$ cat config.mk
export PLATFORM = sky130hd
export DESIGN_NAME = transaction_control
export DESIGN_NICKNAME = d
export VERILOG_FILES = /design/src/rtl/coin_pkg.sv /design/src/rtl/balance_alu.sv /design/src/rtl/transaction_control.sv
export SDC_FILE = /design/constraint.sdc
export NUM_CORES = 1
export LEC_CHECK = 0
export BUFFER_PORTS_ARGS = -buffer_cell sky130_fd_sc_hd__buf_4
export CORE_MARGIN = 2
export CORE_UTILIZATION = 55
export CTS_CLUSTER_SIZE = 8
export DETAILED_ROUTE_END_ITERATION = 10
export GPL_ROUTABILITY_DRIVEN = 0
export HOLD_SLACK_MARGIN = 0.15
export PLACE_DENSITY_LB_ADDON = 0.12
export SLEW_MARGIN = 25
export SYNTH_ARGS = -nofsm -noshare
export SYNTH_HDL_FRONTEND = slang
export SYNTH_HIERARCHICAL = 1
export SYNTH_SLANG_ARGS = --single-unit
$ cat constraint.sdc
create_clock -name clock -period 3.8 [get_ports clock]
set_clock_uncertainty 0.2 [all_clocks]
set_input_delay 0.76 -clock clock [delete_from_list [all_inputs] [get_ports clock]]
set_output_delay 0.76 -clock clock [all_outputs]
set_load 0.05 [all_outputs]
$ cat src/rtl/coin_pkg.sv
// Shared types and defaults for the coin-transfer datapath.
package coin_pkg;
    localparam int BAL_W_DEF = 8;
    localparam int ID_W_DEF  = 1;
    localparam logic [BAL_W_DEF-1:0] BAL_MAX = '1;

    typedef enum logic [3:0] {
        IDLE, RD_SRC, RD_DST, CAP_DST, CHECK,
        WR_SRC, WR_DST, ANIM_REQ, ANIM_WAIT, DONE
    } txn_state_t;
endpackage

$ cat src/rtl/balance_alu.sv
// Combinational transfer arithmetic: debit source, saturating credit to destination.
module balance_alu
    import coin_pkg::*;
#(
    parameter int BAL_W = BAL_W_DEF
) (
    input  logic [BAL_W-1:0] src_bal,
    input  logic [BAL_W-1:0] dst_bal,
    input  logic [BAL_W-1:0] amount,
    input  logic             same_id,
    output logic [BAL_W-1:0] new_src,
    output logic [BAL_W-1:0] new_dst,
    output logic             reject
);
    logic [BAL_W:0] sum;

    // One extra bit so the carry out marks overflow for saturation.
    assign sum     = {1'b0, dst_bal} + {1'b0, amount};
    assign new_dst = sum[BAL_W] ? {BAL_W{1'b1}} : sum[BAL_W-1:0];
    assign new_src = src_bal - amount;
    assign reject  = same_id || (amount > src_bal);
endmodule

$ cat src/rtl/transaction_control.sv
// Sequencer for one coin transfer: read-read-check-write-write, then animation handshake.
module transaction_control
    import coin_pkg::*;
#(
    parameter int BAL_W = BAL_W_DEF,
    parameter int ID_W  = ID_W_DEF
) (
    input  logic             clock,
    input  logic             resetn,
    input  logic             start_transaction,
    input  logic [BAL_W-1:0] amount,
    input  logic [ID_W-1:0]  src_id,
    input  logic [ID_W-1:0]  dst_id,
    input  logic [BAL_W-1:0] mem_rdata,
    input  logic             anim_done,
    output logic [ID_W-1:0]  mem_addr,
    output logic [BAL_W-1:0] mem_wdata,
    output logic             mem_we,
    output logic             anim_start,
    output logic             finished_transaction,
    output logic             reject,
    output logic             busy
);
    txn_state_t       state;
    logic [BAL_W-1:0] amt_q, src_bal_q, dst_bal_q, new_src_q, new_dst_q;
    logic [ID_W-1:0]  src_q, dst_q;
    logic             reject_q;
    logic [BAL_W-1:0] alu_new_src, alu_new_dst;
    logic             alu_reject;

    balance_alu #(.BAL_W(BAL_W)) u_alu (
        .src_bal (src_bal_q),
        .dst_bal (dst_bal_q),
        .amount  (amt_q),
        .same_id (src_q == dst_q),
        .new_src (alu_new_src),
        .new_dst (alu_new_dst),
        .reject  (alu_reject)
    );

    always_ff @(posedge clock) begin
        if (!resetn) begin
            state     <= IDLE;
            amt_q     <= '0;
            src_q     <= '0;
            dst_q     <= '0;
            src_bal_q <= '0;
            dst_bal_q <= '0;
            new_src_q <= '0;
            new_dst_q <= '0;
            reject_q  <= 1'b0;
        end else begin
            case (state)
                IDLE: if (start_transaction) begin
                    amt_q    <= amount;
                    src_q    <= src_id;
                    dst_q    <= dst_id;
                    reject_q <= 1'b0;
                    state    <= RD_SRC;
                end
                RD_SRC: state <= RD_DST;
                RD_DST: begin
                    src_bal_q <= mem_rdata;
                    state     <= CAP_DST;
                end
                CAP_DST: begin
                    dst_bal_q <= mem_rdata;
                    state     <= CHECK;
                end
                CHECK: if (alu_reject) begin
                    reject_q <= 1'b1;
                    state    <= DONE;
                end else begin
                    new_src_q <= alu_new_src;
                    new_dst_q <= alu_new_dst;
                    state     <= WR_SRC;
                end
                WR_SRC:    state <= WR_DST;
                WR_DST:    state <= ANIM_REQ;
                ANIM_REQ:  state <= anim_done ? DONE : ANIM_WAIT;
                ANIM_WAIT: if (anim_done) state <= DONE;
                // A held request parks here so it cannot retrigger.
                DONE:      if (!start_transaction) state <= IDLE;
                default:   state <= IDLE;
            endcase
        end
    end

    always_comb begin
        mem_addr   = '0;
        mem_wdata  = '0;
        mem_we     = 1'b0;
        anim_start = 1'b0;
        case (state)
            RD_SRC:   mem_addr = src_q;
            RD_DST:   mem_addr = dst_q;
            WR_SRC: begin
                mem_addr  = src_q;
                mem_wdata = new_src_q;
                mem_we    = 1'b1;
            end
            WR_DST: begin
                mem_addr  = dst_q;
                mem_wdata = new_dst_q;
                mem_we    = 1'b1;
            end
            ANIM_REQ: anim_start = 1'b1;
            default: ;
        endcase
    end

    assign finished_transaction = (state == DONE);
    assign busy                 = (state != IDLE);
    assign reject               = reject_q;
endmodule

======== Word-level counts from Yosys, hierarchy flattened ========
Index checks and enable logic that the tools add are counted.
operators by class
  eq/ne operators ......................... 14
  add/subtract/negate cells ............... 2
  mux-type cells .......................... 14
  magnitude comparators ................... 1
  reductions and logical operators ........ 11
  bitwise operators ....................... 1
operators with widths
  cell                number
  $pmux 4 s10         1
  $eq 4x3->1 const B  4
  $mux 4              4
  $pmux 8 s2          1
  $add 8x8->9         1
  $eq 4x2->1 const B  2
  $eq 4x4->1 const B  2
  $gt 8x8->1          1
  $mux 8              1
  $ne 2x2->1 const B  4
  $sub 8x8->8         1
  $reduce_and 3->1    2
  $reduce_or 2->1     3
  $mux 1              5
  $eq 4x1->1 const B  1
  $logic_not 4->1     1
  $pmux 1 s2          2
  $reduce_and 2->1    2
  $reduce_bool 4->1   1
  $reduce_bool 2->1   1
  $eq 1x1->1          1
  $logic_or 1x1->1    1
  $not 1->1           1
word-level totals
  output and inout port bits .............. 14
  input port bits ......................... 22
  register bits ........................... 47
  word-level logic and storage cells ...... 52

======== Logic depth before layout (Yosys ltp) ========
Gate-level depths: netlist of the first run.
  depth after elaboration ................. 4
  mapped depth ............................ 14
  mapped depth without buffers ............ 12

======== Cells and area by module ========
The synthesis of the first run kept the hierarchy.
by module, submodules not included
  module               area an instance (um2)  cells each  times used  sequential area each (um2)
  transaction_control  2060.7                  246         1           940.9
  balance_alu          664.4                   93          1           0.0

======== Worst setup path before layout of the first run ========
No wires, ideal clock.
  path kind ............................... register to output
  start ................................... reg state[0]
  end ..................................... out finished_transaction
  data arrival time ....................... 1808 ps
  setup slack ............................. 1032 ps
  path buffers ............................ 2
  required time ........................... 2840 ps
  stages on the path, launching flop included .. 5
  path through ............................ dfxtp_1 > buf_2 > buf_2 > nand2b_1 > nor3_1
between the ends
  word-level cells in the longest chain between the ends .. 1
ends and longest elaborated chain
  item                      RTL line                    RTL
  start: declaration        transaction_control.sv:24   txn_state_t state;
  start signal: assignment  transaction_control.sv:80   ANIM_REQ: state <= anim_done ? DONE : ANIM_WAIT;
  $eq 4x4->1                transaction_control.sv:112  assign finished_transaction = (state == DONE);
  end: declaration          transaction_control.sv:20   output logic finished_transaction,
Every way passes these cells.

======== Final worst setup path of the first run ========
  start ................................... reg amt_q[0]
  end ..................................... reg new_dst_q[6]
between the ends
  word-level cells in the longest chain between the ends .. 4
  elaborated cells on any way between the ends .. 6
  those cells by class .................... 1 x add/sub; 1 x order compare; 1 x mux; 1 x bitwise; 2 x reduce/logical
ends and longest elaborated chain
  item                               RTL line                   RTL
  start: declaration                 transaction_control.sv:25  logic [BAL_W-1:0] amt_q, src_bal_q, dst_bal_q, new_src_q, new_dst_q;
  start signal: assignment           transaction_control.sv:55  amt_q <= amount;
  $gt 8x8->1                         balance_alu.sv:21          assign reject = same_id || (amount > src_bal);
  $logic_or 1x1->1                   balance_alu.sv:21
  named net alu_reject               transaction_control.sv:29  logic alu_reject;
  $not 1->1 (no source line)         n/a
  $reduce_and 2->1 (no source line)  n/a
  end signal: assignment             transaction_control.sv:75  new_dst_q <= alu_new_dst;
  end: declaration                   transaction_control.sv:25
The timed path passes the listed nets, and every way through them passes these cells.
A chain may end at the register's enable or synchronous reset.

==> impl_metrics.csv, run 1 <==
group,metric,value,unit
detailed_routing,drtIter0Drc,219,
sta,slew_headroom,0.481,
sta,hold_violations,0,
yosys,synth_nets,379,
hold_path,worst_hold_path.endpoint,"src_bal_q[3]",
yosys,synth.most_common_cell,"dfxtp_1",
sta,whs,263,ps
power,finalPower,1.18,mW
power,clkPwrFrac,0.321,
worst_setup_path,rrSetupSlack,620,ps
job,cap_violations,0,
die,die_w,74.4,µm
yosys,synth.cell_area,0.00273,mm²
die,initial_utilization,0.573,
sta,timing.final.crit_period,3180,ps
global_route,grt_pass1_vias,2211,
detailed_routing,vias,2425,
sta,fin_ws,624,ps
cells_and_area,drive_gt1_frac,0.159,
yosys,yosys_warnings,6,
cts,root_buffer,"clkbuf_8",
cts,htree_levels,2,
worst_setup_path,crit_required,3770,ps
detailed_routing,route.detailed.drc,0,
worst_setup_path,worstRegToRegCells,11,
detailed_routing,drtPass1Iterations,4,
placed_design,placed_area,0.00300,mm²
detailed_routing,detail-route-antenna-nets,0,
worst_setup_path,r2r-start,"amt_q[0]",
power,comb_power_share,0.231,
global_route,grt_usage,0.243,
cts,post_cts_buffers,0,
global_route,grt_first_pass_wirelength,10400,µm
yosys,syn_inst,339,
hold_path,min_path_cells,2,
power,intPower,0.833,mW
sta,worst_pin_slew,776,ps
cells_and_area,layout.cells.non_filler,431,
cts,clkLatencyLatePin,300,ps
global_route,grt_overflow,0,
yosys,async_reset_ff_frac,0,
power,power.leakage,1.23,nW
cells_and_area,final_area,0.00311,mm²
cts,cts.sinks,47,
worst_setup_path,end_kind,"flop",
cells_and_area,utilization,0.655,
status,status,"completed",
worst_setup_path,r2r_end,"new_dst_q[6]",
yosys,ys_seq_area_frac,0.345,
power,p_seq_frac,0.448,
detailed_routing,via_per_inst,5.63,
yosys,yosys-top-cells-area,"dfxtp_1 35%, a21oi_1 8.4%, ha_1 7.3%",
worst_setup_path,critical_path_class,"reg -> reg",
yosys,synth_ff_type,"dfxtp_1",
sta,fin_tns_setup,0,ps
die,ios,36,
die,core,0.00475,mm²
power,p_sw_frac,0.296,
die,num_rows,25,
yosys,avgSynthCellArea,8.04,µm²
worst_setup_path,arrival,3150,ps
cts,post_cts_resized,0,
global_route,grt_antenna_before_repair,0,
power,p_per_area,380,mW/mm²
cts,clkTransAtPathRegs,80,ps
sta,period_share,0.836,
power,power.switching,0.350,mW
placed_design,place_ws,717,ps
sta,slew_violations,0,
hold_path,hold_start,"src_bal_q[3]",
worst_setup_path,worstSetupStartpointType,"flop",
sta,setup_violations,0,
power,peakVddDrop,211,µV
yosys,synth_edf_count,0,
sta,clock.fmax,315,MHz
placed_design,hpwlAfterDp,4520,µm
sta,rsz0062_at_grt,"no",
detailed_routing,routed_wl,6260,µm
placed_design,port_buffers,35,
hold_path,min_path_type,"reg -> reg",
yosys,ys_types,45,
cts,cts_buffers,5,
cells_and_area,nets,403,
yosys,yosys.area.top_type_share,0.345,
placed_design,dpl.cell_count,423,
cells_and_area,antenna_cells,0,
cts,clockBufferDepth,2,
cells_and_area,area_delta_synth_final,14.3,%
detailed_routing,wl_per_cell,14.5,µm
worst_setup_path,path_max_fanout,19,
die,fp.dieArea,0.00553,mm²
global_route,grt_max_degree,44,
yosys,synth_common_cells,"47 x dfxtp_1, 46 x a21oi_1, 30 x nand2_1",
yosys,ys_ff_latch,47,
cts,cts_tree,"done",
yosys,synth_top_area_cell,"dfxtp_1",
die,die_h,74.4,µm
cts,hold_buffers,0,
## cell usage in the layout (no fill, tap or decap), types with 2 or more instances in the layout
master    instances
xor2_1            6
nor3_1            4
nor2b_1           3
a21o_1            2
clkbuf_8          6
xnor2_1           7
nand2_1          30
dfxtp_1          47
nor2_1           25
clkinv_1          2
nand3_1          29
nor4_1            2
o21ai_0          23
inv_1            16
nor4b_4           2
and2_1            2
a22oi_1           9
mux2i_1           9
o21ai_1           9
fa_1              2
nand2b_1          5
a21oi_1          46
buf_4            39
a211oi_1          3
ha_1             16
## cell families after synthesis
group,Yosys count,share of synthesized area
AND/OR/NAND/NOR,108,0.201
adder cells (fa/ha/maj),18,0.0882
buffers and inverters,40,0.0657
AO/OA/AOI/OAI,103,0.221
XOR/XNOR,13,0.0418
multiplexers,10,0.0372
flip-flops,47,0.345
## flip-flops by register name, indices dropped and copies added, names as in the netlist
signal     flops
amt_q          8
dst_bal_q      8
new_dst_q      8
new_src_q      8
src_bal_q      8
state          4
dst_q          1
reject         1
src_q          1
## layer usage
layer | up-vias | share of wire | global-route usage
met2 | 55 | 0.48 | 0.397
met4 | 0 | 0.016 | 0.0794
met3 | 9 | 0.044 | 0.0393
li1 | 1238 | - | -
met1 | 1123 | 0.46 | 0.329
met5 | - | 0 | 0
## power groups by stage
stage               Clock, mW  Sequential (mW)  Combinational (mW)
floorplan                   0            0.537               0.203
global placement            0            0.541               0.267
detailed placement          0            0.542               0.269
CTS                     0.386            0.530               0.271
global route            0.406            0.533               0.303
finish                  0.379            0.530               0.273
## cell type report
class | instances | area (µm²)
tap | 67 | 83.8
sequential | 47 | 941
clock inverter | 2 | 35.0
multi-input combinational | 252 | 1610
fill | 470 | 1640
inverter | 18 | 67.6
timing repair buffer | 39 | 293
clock buffer | 6 | 82.6
## worst max-delay path by stage
stage,start,endpoint,slack (ps),cells past startpoint
global placement,amt_q[1],new_dst_q[7],770,10
detailed placement,amt_q[0],new_dst_q[6],720,11
CTS,state[1],mem_addr,640,4
floorplan,state[0],finished_transaction,1030,4
finish,amt_q[0],new_dst_q[6],620,11
global route,src_bal_q[0],new_src_q[1],390,12
## critical path, stage by stage, from the launching register on
cell and delay, ps:
dfxtp_1 360, ha_1 180, inv_1 60, fa_1 420, a211oi_1 270, o21bai_1 110, a21oi_1 210, o21ai_0 110
nand2_1 460, inv_1 390, nand3_1 200, a21oi_1 80
Note: power is estimated with default switching activity, not from simulation.
==> run 2: changes to the inputs <==
Clock period 3.8 ns to 3.12 ns, I/O delays scaled along.
==> run 2 against run 1 <==
Compared with the run above:
- via count up 0.16%
- clock power is 5.8% higher
- power is 17% higher
- critical path type unchanged
- maximum frequency rose by 17%
- global-route usage up 0.32 points
- critical path depth rose by 1
- first-iteration DRC count decreased by 44%
- combinational power grew 21%
- non-clock buffer count up 2
- largest power group unchanged
- register-to-register slack lost 210 ps
==> impl_metrics.csv, run 2 (synthesized netlist as in run 1, its figures left out) <==
group,metric,value,unit
status,status,"completed",
cts,hold_buffers,0,
worst_setup_path,crit_required,3140,ps
placed_design,placed_area,0.00301,mm²
cells_and_area,regArea,941,µm²
cells_and_area,mostFrequentLayoutCells,"47 x dfxtp_1, 46 x a21oi_1, 41 x buf_4, 30 x nand2_1, 29 x nand3_1",
power,comb_power_share,0.238,
sta,slew_violations,0,
worst_setup_path,arrival,2730,ps
cts,post_cts_buffers,0,
detailed_routing,via_per_inst,5.61,
detailed_routing,drtPass1Iterations,4,
sta,fin_tns_setup,0,ps
cts,root_buffer,"clkbuf_8",
cts,cts_buffers,5,
sta,whs,269,ps
sta,slew_headroom,0.378,
die,core,0.00475,mm²
detailed_routing,drtIter0Drc,123,
worst_setup_path,worstSetupStartpointType,"flop",
detailed_routing,wl_per_cell,14.6,µm
job,cap_violations,0,
detailed_routing,wl_met3,272,µm
sta,setup_violations,0,
detailed_routing,drt-met1-wl,2960,µm
placed_design,dpl.cell_count,425,
die,fp.dieArea,0.00553,mm²
power,p_seq_frac,0.472,
detailed_routing,route.detailed.drc,0,
die,initial_utilization,0.573,
cells_and_area,fill_cells,443,
placed_design,port_buffers,35,
global_route,grt_max_degree,33,
worst_setup_path,end_kind,"flop",
global_route,grt_usage,0.246,
power,power.switching,0.422,mW
detailed_routing,wl_met2,3010,µm
cells_and_area,nets,405,
global_route,grt_pass1_vias,2213,
power,p_sw_frac,0.305,
cts,htree_levels,2,
power,p_per_area,445,mW/mm²
placed_design,hpwlAfterDp,4610,µm
sta,clock.fmax,369,MHz
cts,clkTransAtPathRegs,80,ps
cells_and_area,final_common_cell,"dfxtp_1",
power,power.leakage,1.23,nW
die,ios,36,
sta,worst_pin_slew,928,ps
cts,cts_tree,"done",
cells_and_area,antenna_cells,0,
hold_path,min_path_type,"reg -> reg",
power,clkPwrFrac,0.290,
cells_and_area,area_delta_synth_final,14.2,%
sta,period_share,0.869,
die,num_rows,25,
cts,cts.sinks,47,
detailed_routing,highest_layer,"met4",
global_route,grt_overflow,0,
cts,clockBufferDepth,2,
global_route,grt_first_pass_wirelength,10500,µm
detailed_routing,routed_wl,6320,µm
worst_setup_path,critical_path_class,"reg -> reg",
detailed_routing,vias,2429,
power,intPower,0.961,mW
power,peakVddDrop,306,µV
sta,hold_violations,0,
sta,timing.final.crit_period,2710,ps
die,die_w,74.4,µm
cells_and_area,drive_gt1_frac,0.161,
cts,post_cts_resized,0,
worst_setup_path,path_max_fanout,4,
sta,rsz0062_at_grt,"no",
die,die_h,74.4,µm
cells_and_area,final_area,0.00311,mm²
cts,clkLatencyLatePin,300,ps
global_route,grt_antenna_before_repair,0,
detailed_routing,detail-route-antenna-nets,0,
cells_and_area,layout.cells.non_filler,433,
cells_and_area,multiInputGateArea,0.00161,mm²
[run 2: cell types whose count changed in the layout (fill, tap and decap cells not counted)]
cell       previous run  this run
clkinv_2              1         0
bufinv_16             1         0
clkbuf_1              0         1
buf_4                39        41
clkbuf_8              6         7
[run 2: routing by layer]
| layer | GRT usage | vias up |
|---|---|---|
| li1 | - | 1241 |
| met1 | 0.326 | 1119 |
| met2 | 0.411 | 62 |
| met3 | 0.0488 | 7 |
| met4 | 0.0675 | 0 |
| met5 | 0 | - |
[run 2: layout make-up]
cell class / count / share of cell area
multi-input combinational: 252 / 0.518
inverter: 18 / 0.0217
tap: 67 / 0.0269
timing repair buffer: 41 / 0.0989
sequential: 47 / 0.302
clock buffer: 8 / 0.0322
[run 2: worst max-delay path: stages, from the launching register on]
cell and delay, ps:
dfxtp_1 330, inv_1 60, ha_1 150, inv_1 50
fa_1 420, a211oi_1 230, o21bai_1 100, a21oi_1 230
o21ai_0 110, nand2_1 120, nor3b_1 270, o21ai_0 120
a211oi_1 240
[run 2: final timing paths]
kind | from | to | slack, ps | cells after the start
min reg2reg | new_src_q[3] | new_src_q[3] | 270 | 2
max | src_bal_q[0] | state[3] | 410 | 12
min | new_src_q[3] | new_src_q[3] | 270 | 2
max reg2reg | src_bal_q[0] | state[3] | 410 | 12
[run 2: power by group through the flow]
| stage | registers, mW | logic, mW | clock network, mW |
|---|---|---|---|
| floorplan | 0.654 | 0.247 | 0 |
| global placement | 0.665 | 0.321 | 0 |
| detailed placement | 0.667 | 0.324 | 0 |
| CTS | 0.653 | 0.328 | 0.410 |
| global route | 0.657 | 0.365 | 0.433 |
| finish | 0.653 | 0.330 | 0.401 |
[run 2: metrics by stage]
stage | setup slack [ps] | util | power [mW]
2_1_floorplan | 488 | - | 0.900
6_report | 410 | 0.654 | 1.38
4_1_cts | 400 | 0.654 | 1.39
5_1_grt | 98.3 | 0.654 | 1.46
3_5_place_dp | 488 | 0.633 | 0.992
3_3_place_gp | 544 | 0.633 | 0.987
==> run 3: changes to the inputs <==
Settings changed: CORE_UTILIZATION 55 to 35, GPL_TIMING_DRIVEN set to 0, REMOVE_ABC_BUFFERS set to 1.
==> run 3 against run 2 <==
Compared with the run above:
- combinational power is 3% lower
- critical path depth fell by 1
- worst hold slack lost 6.9 ps
- register-to-register slack worse by 210 ps
- setup slack worse by 210 ps
- critical endpoint unchanged
- first-iteration DRC count decreased by 40%
- cell count increased by 7.4%
==> impl_metrics.csv, run 3 (synthesized netlist as in run 1, its figures left out) <==
group,metric,value,unit
status,status,"completed",
cts,cts_buffers,5,
cells_and_area,drive_gt1_frac,0.168,
detailed_routing,via_per_inst,5.01,
cts,cts.sinks,47,
worst_setup_path,cp_top_family,"compound AO/OA/AOI/OAI gates",
sta,clock.fmax,342,MHz
cells_and_area,area_delta_synth_final,17.4,%
global_route,grt_max_degree,44,
sta,rsz0062_at_grt,"no",
global_route,grt_overflow,0,
cts,root_buffer,"clkbuf_8",
sta,slew_violations,0,
sta,whs,262,ps
cells_and_area,nets,402,
die,ios,36,
die,fp.dieArea,0.00851,mm²
global_route,grt_first_pass_wirelength,10900,µm
hold_path,min_path_cells,2,
cells_and_area,regArea,941,µm²
detailed_routing,drtIter0Drc,74,
cts,hold_buffers,0,
hold_path,hold_start,"src_bal_q[0]",
die,initial_utilization,0.356,
cells_and_area,mostFrequentLayoutCells,"47 x dfxtp_1, 46 x a21oi_1, 38 x buf_4, 29 x nand2_1, 29 x nand3_1",
detailed_routing,wl_per_cell,13.7,µm
global_route,grt_antenna_before_repair,0,
detailed_routing,drt-met1-wl,3370,µm
cts,cts_tree,"done",
worst_setup_path,rrSetupSlack,200,ps
placed_design,hpwlAfterDp,4610,µm
power,clkPwrFrac,0.353,
detailed_routing,detail-route-antenna-nets,0,
die,die_h,92.2,µm
cells_and_area,final_common_cell,"dfxtp_1",
sta,slew_headroom,0.500,
global_route,grt_usage,0.159,
detailed_routing,wl_met2,2820,µm
global_route,grt_pass1_vias,2200,
worst_setup_path,arrival,2940,ps
worst_setup_path,crit_slowest_cell,"dfxtp_1",
job,cap_violations,0,
power,finalPower,1.51,mW
cts,clkLatencyLatePin,300,ps
detailed_routing,wl_met3,146,µm
sta,hold_violations,0,
worst_setup_path,r2r_end,"state[3]",
power,p_per_area,471,mW/mm²
worst_setup_path,crit_required,3140,ps
placed_design,port_buffers,35,
detailed_routing,routed_wl,6390,µm
sta,worst_pin_slew,750,ps
cells_and_area,multiInputGateArea,0.00164,mm²
detailed_routing,vias,2331,
die,die_w,92.2,µm
die,num_rows,32,
worst_setup_path,critical_path_class,"reg -> reg",
power,intPower,1.08,mW
power,p_seq_frac,0.435,
worst_setup_path,path_max_fanout,6,
cts,htree_levels,2,
sta,period_share,0.936,
hold_path,min_path_type,"reg -> reg",
detailed_routing,highest_layer,"met4",
power,comb_power_share,0.212,
detailed_routing,route.detailed.drc,0,
worst_setup_path,critPathBufInv,1,
worst_setup_path,end_kind,"flop",
worst_setup_path,r2r-start,"amt_q[0]",
cts,clkTransAtPathRegs,90,ps
power,power.leakage,1.23,nW
cts,clockBufferDepth,2,
power,peakVddDrop,193,µV
power,power.switching,0.429,mW
sta,timing.final.crit_period,2920,ps
sta,setup_violations,0,
die,core,0.00765,mm²
cells_and_area,fill_cells,792,
worst_setup_path,worstRegToRegCells,11,
worst_setup_path,cp_cell_sequence,"ha_1, inv_1, fa_1, a211oi_1, o21bai_1, a21oi_1, o21ai_0, nand2_2, nor3b_1, o21ai_0, a211oi_1",
power,p_sw_frac,0.285,
detailed_routing,drtPass1Iterations,4,
hold_path,worst_hold_path.endpoint,"src_bal_q[0]",
worst_setup_path,worstSetupStartpointType,"flop",
worst_setup_path,crit_path_max_incr_delay,410,ps
cells_and_area,antenna_cells,0,
[run 3: power groups by stage]
stage	clock network, mW	logic (mW)	registers, mW
2_1_floorplan	0	0.222	0.661
3_3_place_gp	0	0.305	0.668
3_5_place_dp	0	0.309	0.669
4_1_cts	0.542	0.315	0.656
5_1_grt	0.565	0.359	0.661
6_report	0.531	0.320	0.655
[run 3: cell type report]
cell class | instances | share of cell area
Clock buffer | 6 | 0.0227
Inverter | 18 | 0.0215
Multi-Input combinational cell | 252 | 0.514
Sequential cell | 47 | 0.294
Clock inverter | 2 | 0.0188
Timing Repair Buffer | 38 | 0.0892
Tap cell | 102 | 0.0399
[run 3: how the worst max path moves through the flow]
stage	start	endpoint	slack, ps	cells after the start
after floorplan	state[2]	busy	310	2
after global placement	state[0]	dst_bal_q[1]	-230	3
after detailed placement	amt_q[1]	new_dst_q[0]	-150	10
after CTS	state[0]	mem_wdata[7]	40	4
after global routing	state[0]	mem_wdata[7]	20	4
final	amt_q[0]	state[3]	200	11
[run 3: metrics by stage]
stage / worst slack [ps] / TNS (ps) / util / std cells / cell area, µm²
finish: 200 / 0 / 0.418 / 465 / 3200
global route: 24.1 / 0 / 0.418 / 465 / 3200
CTS: 38.9 / 0 / 0.416 / 463 / 3180
detailed placement: -155 / -2240 / 0.397 / 455 / 3030
global placement: -227 / -4100 / 0.393 / 454 / 3000
floorplan: 314 / 0 / - / 317 / 2610
[run 3: per-layer routing]
layer / track usage / vias up
li1: - / 1236
met1: 0.230 / 1064
met2: 0.242 / 27
met3: 0.0304 / 4
met4: 0.0410 / 0
met5: 0 / -
[run 3: worst register-to-register path, delay by kind of cell, from the launching register on]
| kind | cells | cell delay [ps] |
|---|---|---|
| AOI/OAI and AO/OA | 6 | 1150 |
| adders and majority gates | 2 | 600 |
| buffers and inverters | 1 | 50 |
| DFF | 1 | 410 |
| and+or+nand+nor | 2 | 420 |
[run 3: what timing repair did]
item                       in CTS  in global routing
setup endpoints to repair      19                 27
setup buffers                   0                  2
pin swaps                       0                  1
gates resized for setup         2                  2
